--- src/rtl/hps_i2c_pkg.sv ---
// hps_i2c_pkg: shared state encoding and I2C bus constants for the fabric-side I2C target
package hps_i2c_pkg;
  typedef enum logic [3:0] {
    ST_IDLE, ST_ADDR, ST_ADDR_ACK, ST_PTR, ST_PTR_ACK,
    ST_WDATA, ST_WDATA_ACK, ST_RDATA, ST_RDATA_ACK, ST_WAIT_STOP
  } i2c_state_e;
  localparam logic I2C_ACK  = 1'b0;
  localparam logic I2C_NACK = 1'b1;
  localparam int   RW_BIT   = 0;
endpackage

--- src/rtl/i2c_line_sync.sv ---
// i2c_line_sync: synchronizes SCL/SDA and derives edge and START/STOP pulses
module i2c_line_sync #(
  parameter int SYNC_STAGES = 2
) (
  input  logic clk,
  input  logic rst,
  input  logic scl_in,
  input  logic sda_in,
  output logic sda_s,
  output logic scl_rise,
  output logic scl_fall,
  output logic start,
  output logic stop
);
  logic [SYNC_STAGES-1:0] scl_q, scl_d, sda_q, sda_d;
  logic scl_p_q, sda_p_q, scl_s;
  always_comb begin
    scl_d = {scl_q[SYNC_STAGES-2:0], scl_in};
    sda_d = {sda_q[SYNC_STAGES-2:0], sda_in};
  end
  // Idle bus level is high, so reset the chains high to avoid a false START.
  always_ff @(posedge clk or posedge rst) begin
    if (rst) begin
      scl_q   <= '1;
      sda_q   <= '1;
      scl_p_q <= 1'b1;
      sda_p_q <= 1'b1;
    end else begin
      scl_q   <= scl_d;
      sda_q   <= sda_d;
      scl_p_q <= scl_s;
      sda_p_q <= sda_s;
    end
  end
  assign scl_s    = scl_q[SYNC_STAGES-1];
  assign sda_s    = sda_q[SYNC_STAGES-1];
  assign scl_rise = scl_s & ~scl_p_q;
  assign scl_fall = ~scl_s & scl_p_q;
  assign start    = scl_s & scl_p_q & sda_p_q & ~sda_s;
  assign stop     = scl_s & scl_p_q & ~sda_p_q & sda_s;
endmodule

--- src/rtl/hps_i2c_target_regs.sv ---
// hps_i2c_target_regs: I2C target exposing NUM_REGS byte registers with auto-incrementing pointer
module hps_i2c_target_regs
  import hps_i2c_pkg::*;
#(
  parameter logic [6:0] TARGET_ADDR = 7'h55,
  parameter int         NUM_REGS    = 8,
  parameter int         SYNC_STAGES = 2
) (
  input  logic                        clk_clk,
  input  logic                        reset_reset,
  input  logic                        scl_in,
  input  logic                        sda_in,
  output logic                        sda_oe,
  output logic [NUM_REGS*8-1:0]       reg_q,
  output logic                        wr_strobe,
  output logic [$clog2(NUM_REGS)-1:0] wr_index,
  output logic [7:0]                  wr_data,
  output logic                        busy
);
  localparam int PW = $clog2(NUM_REGS);
  logic sda_s, scl_rise, scl_fall, start, stop;
  i2c_state_e state_q, state_d;
  logic [2:0] cnt_q, cnt_d;
  logic [7:0] sh_q, sh_d, wr_data_q, wr_data_d, byte_in, rd_cur, rd_next;
  logic [PW-1:0] ptr_q, ptr_d, ptr_inc, wr_index_q, wr_index_d;
  logic sda_oe_q, sda_oe_d, busy_q, busy_d, wr_strobe_q, wr_strobe_d;
  logic [NUM_REGS*8-1:0] regs_q, regs_d;
  i2c_line_sync #(.SYNC_STAGES(SYNC_STAGES)) u_sync (
    .clk(clk_clk), .rst(reset_reset), .scl_in(scl_in), .sda_in(sda_in),
    .sda_s(sda_s), .scl_rise(scl_rise), .scl_fall(scl_fall), .start(start), .stop(stop)
  );
  assign byte_in = {sh_q[6:0], sda_s};
  assign ptr_inc = ptr_q + 1'b1;
  assign rd_cur  = regs_q[{ptr_q, 3'b000} +: 8];
  assign rd_next = regs_q[{ptr_inc, 3'b000} +: 8];
  // In ACK states cnt_q marks whether the 9th SCL rise has been seen.
  always_comb begin
    state_d     = state_q;
    cnt_d       = cnt_q;
    sh_d        = sh_q;
    ptr_d       = ptr_q;
    sda_oe_d    = sda_oe_q;
    busy_d      = busy_q;
    wr_strobe_d = 1'b0;
    wr_index_d  = wr_index_q;
    wr_data_d   = wr_data_q;
    regs_d      = regs_q;
    if (stop) begin
      state_d  = ST_IDLE;
      cnt_d    = 3'd0;
      sda_oe_d = 1'b0;
      busy_d   = 1'b0;
    end else if (start) begin
      state_d  = ST_ADDR;
      cnt_d    = 3'd0;
      sda_oe_d = 1'b0;
    end else begin
      case (state_q)
        ST_ADDR, ST_PTR, ST_WDATA: begin
          if (scl_rise) begin
            sh_d  = byte_in;
            cnt_d = cnt_q + 3'd1;
            if (cnt_q == 3'd7) begin
              if (state_q == ST_ADDR) begin
                state_d = byte_in[7:1] == TARGET_ADDR ? ST_ADDR_ACK : ST_WAIT_STOP;
                busy_d  = byte_in[7:1] == TARGET_ADDR;
              end else if (state_q == ST_PTR) begin
                ptr_d   = byte_in[PW-1:0];
                state_d = ST_PTR_ACK;
              end else begin
                regs_d[{ptr_q, 3'b000} +: 8] = byte_in;
                wr_strobe_d = 1'b1;
                wr_index_d  = ptr_q;
                wr_data_d   = byte_in;
                ptr_d       = ptr_inc;
                state_d     = ST_WDATA_ACK;
              end
            end
          end
        end
        ST_ADDR_ACK, ST_PTR_ACK, ST_WDATA_ACK: begin
          if (scl_rise) cnt_d = 3'd1;
          if (scl_fall && cnt_q == 3'd0) sda_oe_d = ~I2C_ACK;
          if (scl_fall && cnt_q == 3'd1) begin
            cnt_d    = 3'd0;
            sda_oe_d = 1'b0;
            state_d  = state_q == ST_ADDR_ACK ? ST_PTR : ST_WDATA;
            if (state_q == ST_ADDR_ACK && sh_q[RW_BIT]) begin
              state_d  = ST_RDATA;
              sh_d     = rd_cur;
              sda_oe_d = ~rd_cur[7];
            end
          end
        end
        ST_RDATA: begin
          if (scl_rise) begin
            cnt_d   = cnt_q + 3'd1;
            state_d = cnt_q == 3'd7 ? ST_RDATA_ACK : ST_RDATA;
          end
          if (scl_fall) begin
            sh_d     = {sh_q[6:0], 1'b0};
            sda_oe_d = ~sh_q[6];
          end
        end
        ST_RDATA_ACK: begin
          if (scl_fall && cnt_q == 3'd0) sda_oe_d = 1'b0;
          if (scl_rise) begin
            cnt_d   = 3'd1;
            sh_d[0] = sda_s;
          end
          if (scl_fall && cnt_q == 3'd1) begin
            cnt_d = 3'd0;
            if (sh_q[0] == I2C_NACK) state_d = ST_WAIT_STOP;
            else begin
              state_d  = ST_RDATA;
              ptr_d    = ptr_inc;
              sh_d     = rd_next;
              sda_oe_d = ~rd_next[7];
            end
          end
        end
        default: ;
      endcase
    end
  end
  always_ff @(posedge clk_clk or posedge reset_reset) begin
    if (reset_reset) begin
      state_q     <= ST_IDLE;
      cnt_q       <= '0;
      sh_q        <= '0;
      ptr_q       <= '0;
      sda_oe_q    <= 1'b0;
      busy_q      <= 1'b0;
      wr_strobe_q <= 1'b0;
      wr_index_q  <= '0;
      wr_data_q   <= '0;
      regs_q      <= '0;
    end else begin
      state_q     <= state_d;
      cnt_q       <= cnt_d;
      sh_q        <= sh_d;
      ptr_q       <= ptr_d;
      sda_oe_q    <= sda_oe_d;
      busy_q      <= busy_d;
      wr_strobe_q <= wr_strobe_d;
      wr_index_q  <= wr_index_d;
      wr_data_q   <= wr_data_d;
      regs_q      <= regs_d;
    end
  end
  assign sda_oe    = sda_oe_q;
  assign busy      = busy_q;
  assign wr_strobe = wr_strobe_q;
  assign wr_index  = wr_index_q;
  assign wr_data   = wr_data_q;
  assign reg_q     = regs_q;
endmodule
--- config.mk ---
export PLATFORM = sky130hd
export DESIGN_NAME = hps_i2c_target_regs
export DESIGN_NICKNAME = d
export VERILOG_FILES = /design/src/rtl/hps_i2c_pkg.sv /design/src/rtl/i2c_line_sync.sv /design/src/rtl/hps_i2c_target_regs.sv
export SDC_FILE = /design/constraint.sdc
export NUM_CORES = 1
export LEC_CHECK = 0
export ABC_AREA = 0
export CORE_MARGIN = 10
export CORE_UTILIZATION = 55
export DETAILED_ROUTE_END_ITERATION = 12
export HOLD_SLACK_MARGIN = 0.08
export PLACE_DENSITY = 0.83
export SLEW_MARGIN = 20
export SYNTH_ARGS = -nofsm -noshare
export SYNTH_HDL_FRONTEND = slang
export SYNTH_SLANG_ARGS = --single-unit
export TNS_END_PERCENT = 100
--- constraint.sdc ---
create_clock -name clk_clk -period 6.7 [get_ports clk_clk]
set_clock_uncertainty 0.2 [all_clocks]
set_input_delay 1.34 -clock clk_clk [delete_from_list [all_inputs] [get_ports clk_clk]]
set_output_delay 1.34 -clock clk_clk [all_outputs]
set_load 0.01 [all_outputs]
==> results_dict.tcl, run 1 <==
set metrics [dict create \
    ys_ff_latch 101 \
    fin_cells 760 \
    diodes 0 \
    grt_pass1_vias 4793 \
    h-tree-depth 3 \
    start_util 0.5594 \
    ys_warn_count 0 \
    dr.pass1.iters 5 \
    cts.sinks 101 \
    cts_root_buffer "clkbuf_8" \
    cts_tree "yes" \
    cts_made_buffers 9 \
    rows 37 \
    ant_nets 0 \
    tns_ns 0 \
    post_cts_buffers 0 \
    fillCellCount 793 \
    drive_gt1_frac 0.1474 \
    ys_seq_area_frac 0.4409 \
    die_height_um 122.2 \
    grt_max_degree 59 \
    rsz0062_at_grt "false" \
    async_reset_ff_frac 1.000 \
    syn2layout_area_growth_pct 17.98 \
    period_needed_ns 3.669 \
    cts.clk_slew.worst_paths_ns 0.11 \
    seq_power_share 0.502 \
    syn_nets 572 \
    synth_cell_types 66 \
    multi_input_area_mm2 0.002935 \
    pwr-share-comb 0.246 \
    clk_latency_ns 0.37 \
    power.share.clock 0.252 \
    nets 633 \
    switching_share 0.3771 \
    utilization 0.6600 \
    cp_common_cell "nand2_1" \
    peakVddDrop_uv 122.4 \
    worst_setup_path_start_kind "flip-flop" \
    finalCritPeriodShare 0.5477 \
    critPathCaptureType "flip-flop" \
    synth_edf_count 0 \
    grt_use_total 0.2211 \
    wire_per_inst_um 21.69 \
    setup_viol 0 \
    numPortBuffers 81 \
    wl_um 16480 \
    cts.repair.resized 0 \
    tightest_slew_ns 1.125 \
    syn_area_mm2 0.005749 \
    hold_buffers 0 \
    path_cells "inv_1, ha_2, mux4_2, nand2_1, nand2_1, a222oi_1, a21oi_1" \
    fmax_ghz 0.2725 \
    leakage_nw 2.787 \
    outcome "finished, final reports clean" \
    io_pins 82 \
    dieWidth_um 122.2 \
    core-area_mm2 0.01028 \
    yosys_most_used_dff "dfrtp_1" \
    overflow 0 \
    worstPathBufferInverterCount 1 \
    critPathMaxFanout 24 \
    post-route-drc-count 0 \
    power_density_mw_per_mm2 227.9 \
    power_switching_mw 0.5831 \
    drt-initial-drc-count 422 \
    synth_cells 558 \
    vias 4839 \
    cp.required_ns 6.71 \
    maxSlewHeadroom 0.2476 \
    grt_pass1_wl_um 26010 \
    power.internal_mw 0.9630 \
    hold_class "reg -> reg" \
    crit_path_top_delay_cell "dfrtp_1" \
    antenna_found_initial 0 \
    critical-path-top-delay-family "flip-flops" \
    gp_congestion 0.9260 \
    dp_cells 744 \
    place_hpwl_um 11460 \
    path_class "reg -> reg" \
    cap_violations 0 \
    routed_via_density 6.367 \
    cts_buffer_depth 2 \
    die-area_mm2 0.01494 \
    finalMaxSlewViolations 0 \
    cp.arrival_ns 3.68 \
    finalHoldViolCount 0 \
    postSynthAreaPerCell_um2 10.30 \
    layout.area.seq_mm2 0.002535 \
    slowest_delay_ns 0.99 \
    worst_hold_slack_ns 0.1570 \
]
[kinds of logic (layout without fill, tap and decap cells)]
| group | count (synthesis) | in the layout | synth area share |
|---|---|---|---|
| and+or+nand+nor | 212 | 212 | 0.1815 |
| AOI/OAI and AO/OA | 102 | 102 | 0.1112 |
| DFF | 101 | 101 | 0.4409 |
| muxes | 68 | 68 | 0.1896 |
| buffers and inverters | 61 | 127 | 0.04896 |
| adders and majority gates | 10 | 10 | 0.02176 |
| xor gates and xnor gates | 4 | 4 | 0.006095 |
[layout make-up]
class                   count  share of cell area
flip-flops and latches    101              0.3737
repair buffers             87              0.1262
well taps                 136             0.02509
clock buffers              10             0.02029
clock inverters             6            0.008117
multi-input cells         396              0.4328
inverters                  24             0.01384
[stage by stage]
step	total power, mW	area [µm²]	setup slack (ns)
final	1.546	6783	3.031
after global routing	1.606	6783	2.779
after CTS	1.532	6780	2.727
after detailed placement	1.150	6588	2.818
after global placement	1.134	6588	2.935
after floorplan	1.057	5749	2.523
[cell usage after synthesis (6+ instances only)]
master,n,area share
inv_1,22,0.014
clkbuf_1,10,0.0065
nand2b_1,6,0.0065
nand3_1,11,0.0096
ha_1,10,0.022
mux2_2,17,0.033
o21ai_0,40,0.035
mux4_2,31,0.12
nand2_1,129,0.084
mux2i_1,20,0.035
dfrtp_1,95,0.41
a21oi_1,15,0.013
dfstp_2,6,0.027
buf_2,17,0.015
buf_4,6,0.0078
nor2_1,21,0.014
nor3_1,9,0.0078
[registers in the layout, summed over array words and instances, names as in the netlist, 2 cells and up]
name	count
ptr_q	3
state_q	4
wr_data	8
reg_q	64
sh_q	7
u_sync.sda_q	2
wr_index	3
u_sync.scl_q	2
cnt_q	3
[placed cells by master (no fill, tap or decap), types with 11 or more instances in the layout]
cell             synthesis  routed
dfrtp_1                 95      95
nand2_1                129     129
mux4_2                  31      31
nand3_1                 11      11
mux2i_1                 20      20
o21ai_0                 40      40
a21oi_1                 15      15
clkdlybuf4s50_1          0      81
nor2_1                  21      21
mux2_2                  17      17
inv_1                   22      21
[per-layer routing]
layer | routed length (µm) | vias to the layer above | GRT usage
met2 | 8115 | 269 | 0.3651
met1 | 6291 | 2409 | 0.2723
met4 | 493 | 0 | 0.1038
met5 | 0 | - | 0
met3 | 1582 | 49 | 0.04821
li1 | - | 2112 | -
[worst reg2reg max path, stage by stage (launching register included)]
cell	delay, ns
dfrtp_1	0.99
inv_1	0.28
ha_2	0.86
mux4_2	0.59
nand2_1	0.08
nand2_1	0.06
a222oi_1	0.34
a21oi_1	0.13
[power by group through the flow]
stage / Clock [mW] / Sequential, mW / Combinational (mW)
after detailed placement: 0 / 0.777 / 0.372
after floorplan: 0 / 0.686 / 0.371
after global placement: 0 / 0.777 / 0.357
final: 0.389 / 0.776 / 0.381
after global routing: 0.409 / 0.779 / 0.417
after CTS: 0.390 / 0.767 / 0.375
[path summary, 6_finish.rpt]
check,from,to,slack [ns],cells after the start
max,ptr_q[1]$_DFFE_PP0P_,sh_q[6]$_DFFE_PP0P_,3.03,7
min,u_sync.sda_q[0]$_DFF_PP1_,u_sync.sda_q[1]$_DFF_PP1_,0.16,0
max reg2reg,ptr_q[1]$_DFFE_PP0P_,sh_q[6]$_DFFE_PP0P_,3.03,7
min reg2reg,u_sync.sda_q[0]$_DFF_PP1_,u_sync.sda_q[1]$_DFF_PP1_,0.16,0
max in group asynchronous,reset_reset,reg_q[63]$_DFFE_PP0P_,4.02,3
min in group asynchronous,reset_reset,reg_q[16]$_DFFE_PP0P_,1.16,2
Note: power is estimated with default switching activity, not from simulation.
==> inputs of run 2 (changes only) <==
Clock period 6.7 ns to 3.4 ns, I/O delays scaled along.
==> results_dict.tcl, run 2 (synthesis results as in run 1) <==
set metrics [dict create \
    outcome "finished, final reports clean" \
    cts.clk_slew.worst_paths_ns 0.11 \
    place_ws_ns 0.6406 \
    start_util 0.5594 \
    slowest_delay_ns 0.59 \
    gp_congestion 0.9035 \
    grt_max_degree 39 \
    setup_viol 0 \
    post-route-drc-count 0 \
    numPortBuffers 81 \
    cts_buffer_depth 2 \
    cts.sinks 101 \
    die_height_um 122.2 \
    wire_per_inst_um 21.99 \
    cap_violations 0 \
    critPathCaptureType "flip-flop" \
    vias 4831 \
    routed_via_density 6.266 \
    h-tree-depth 3 \
    rows 37 \
    core-area_mm2 0.01028 \
    critPathMaxFanout 18 \
    crit_path_top_delay_cell "and2_1" \
    cp_common_cell "ha_1" \
    syn2layout_area_growth_pct 20.46 \
    cts_made_buffers 9 \
    mostFrequentLayoutCell "nand2_1" \
    antenna_found_initial 0 \
    hold_class "reg -> reg" \
    hold_buffers 0 \
    cts.repair.resized 0 \
    wl_um 16960 \
    path_cells "ha_1, ha_1, nor2b_1, nand3_4, nor3b_1, and2_1, mux2i_1" \
    dr.pass1.iters 5 \
    cts_tree "yes" \
    dieWidth_um 122.2 \
    grt_pass1_wl_um 26980 \
    post_cts_buffers 0 \
    worst_setup_path_start_kind "flip-flop" \
    place_hpwl_um 11910 \
    fmax_ghz 0.3524 \
    power_density_mw_per_mm2 459.7 \
    clk_latency_ns 0.38 \
    grt_use_total 0.2311 \
    largest_reg_flops 64 \
    cts_root_buffer "clkbuf_8" \
    finalCritPeriodShare 0.8345 \
    rsz0062_at_grt "false" \
    finalHoldViolCount 0 \
    cp.required_ns 3.49 \
    tns_ns 0 \
    drt-initial-drc-count 457 \
    layout_common_cells "nand2_1 (129), dfrtp_1 (95), clkdlybuf4s50_1 (81), o21ai_0 (40), mux4_2 (31)" \
    path_class "reg -> reg" \
    drive_gt1_frac 0.1606 \
    leakage_nw 2.858 \
    ant_nets 0 \
    period_needed_ns 2.837 \
    nets 644 \
    diodes 0 \
    cp.arrival_ns 2.93 \
    io_pins 82 \
    finalMaxSlewViolations 0 \
    tightest_slew_ns 0.8461 \
    maxSlewHeadroom 0.4359 \
    die-area_mm2 0.01494 \
    peakVddDrop_uv 272.5 \
    overflow 0 \
    setup_slack_ns 0.5627 \
    grt_pass1_vias 5027 \
]
[run 2: cell types whose count changed in the layout (fill, tap and decap cells not counted), sizes merged]
cell      delta
buf         +11
bufinv       +2
clkinv       -2
clkinvlp     +2
clkbuf       -1
inv          -1
[run 2: critical path, delay by kind of cell, from the launching register on]
| family | cells | cell delay [ns] |
|---|---|---|
| mux | 1 | 0.27 |
| simple gates | 4 | 1.41 |
| fa+ha+maj | 2 | 0.42 |
| flops | 1 | 0.44 |
[run 2: path summary, 6_finish.rpt]
check | start | endpoint | slack [ns] | cells after the start
min | u_sync.sda_q[0]$_DFF_PP1_ | u_sync.sda_q[1]$_DFF_PP1_ | 0.16 | 0
max reg2reg | cnt_q[0]$_DFFE_PP0P_ | reg_q[49]$_DFFE_PP0P_ | 0.56 | 7
max | cnt_q[0]$_DFFE_PP0P_ | reg_q[49]$_DFFE_PP0P_ | 0.56 | 7
min in group asynchronous | reset_reset | reg_q[23]$_DFFE_PP0P_ | 0.60 | 2
max in group asynchronous | reset_reset | reg_q[35]$_DFFE_PP0P_ | 1.76 | 3
min reg2reg | u_sync.sda_q[0]$_DFF_PP1_ | u_sync.sda_q[1]$_DFF_PP1_ | 0.16 | 0
[run 2: cell type report]
type / instances / area (µm²)
multi-input combinational: 396 / 2933
clock buffer: 9 / 123.9
timing repair buffer: 98 / 963.4
inverter: 24 / 95.09
tap: 136 / 170.2
fill: 783 / 3352
sequential: 101 / 2535
clock inverter: 7 / 105.1
[run 2: through the flow]
step                total power [mW]  std cells  utilization  instance area [µm²]  hold slack, ns
floorplan                      2.084        558            -                 5753          0.1452
global placement               2.273        755       0.6516                 6696          0.1455
detailed placement             2.299        755       0.6516                 6696          0.1472
CTS                            3.168        771       0.6739                 6925          0.1621
global route                   3.330        771       0.6739                 6925          0.1661
finish                         3.184        771       0.6739                 6925          0.1613
[run 2: routing by layer]
metal | wire (µm) | GRT usage | vias to the layer above
met5 | 0 | 0 | -
met4 | 719 | 0.1178 | 0
met3 | 1239 | 0.04821 | 60
met2 | 8521 | 0.3917 | 239
met1 | 6476 | 0.2737 | 2399
li1 | - | - | 2133
[run 2: power by group]
group	switching, mW	leakage, nW	total (mW)	internal [mW]
Clock	0.455	0.112	0.881	0.426
Sequential	0.223	1.36	1.50	1.28
Combinational	0.466	1.38	0.801	0.335
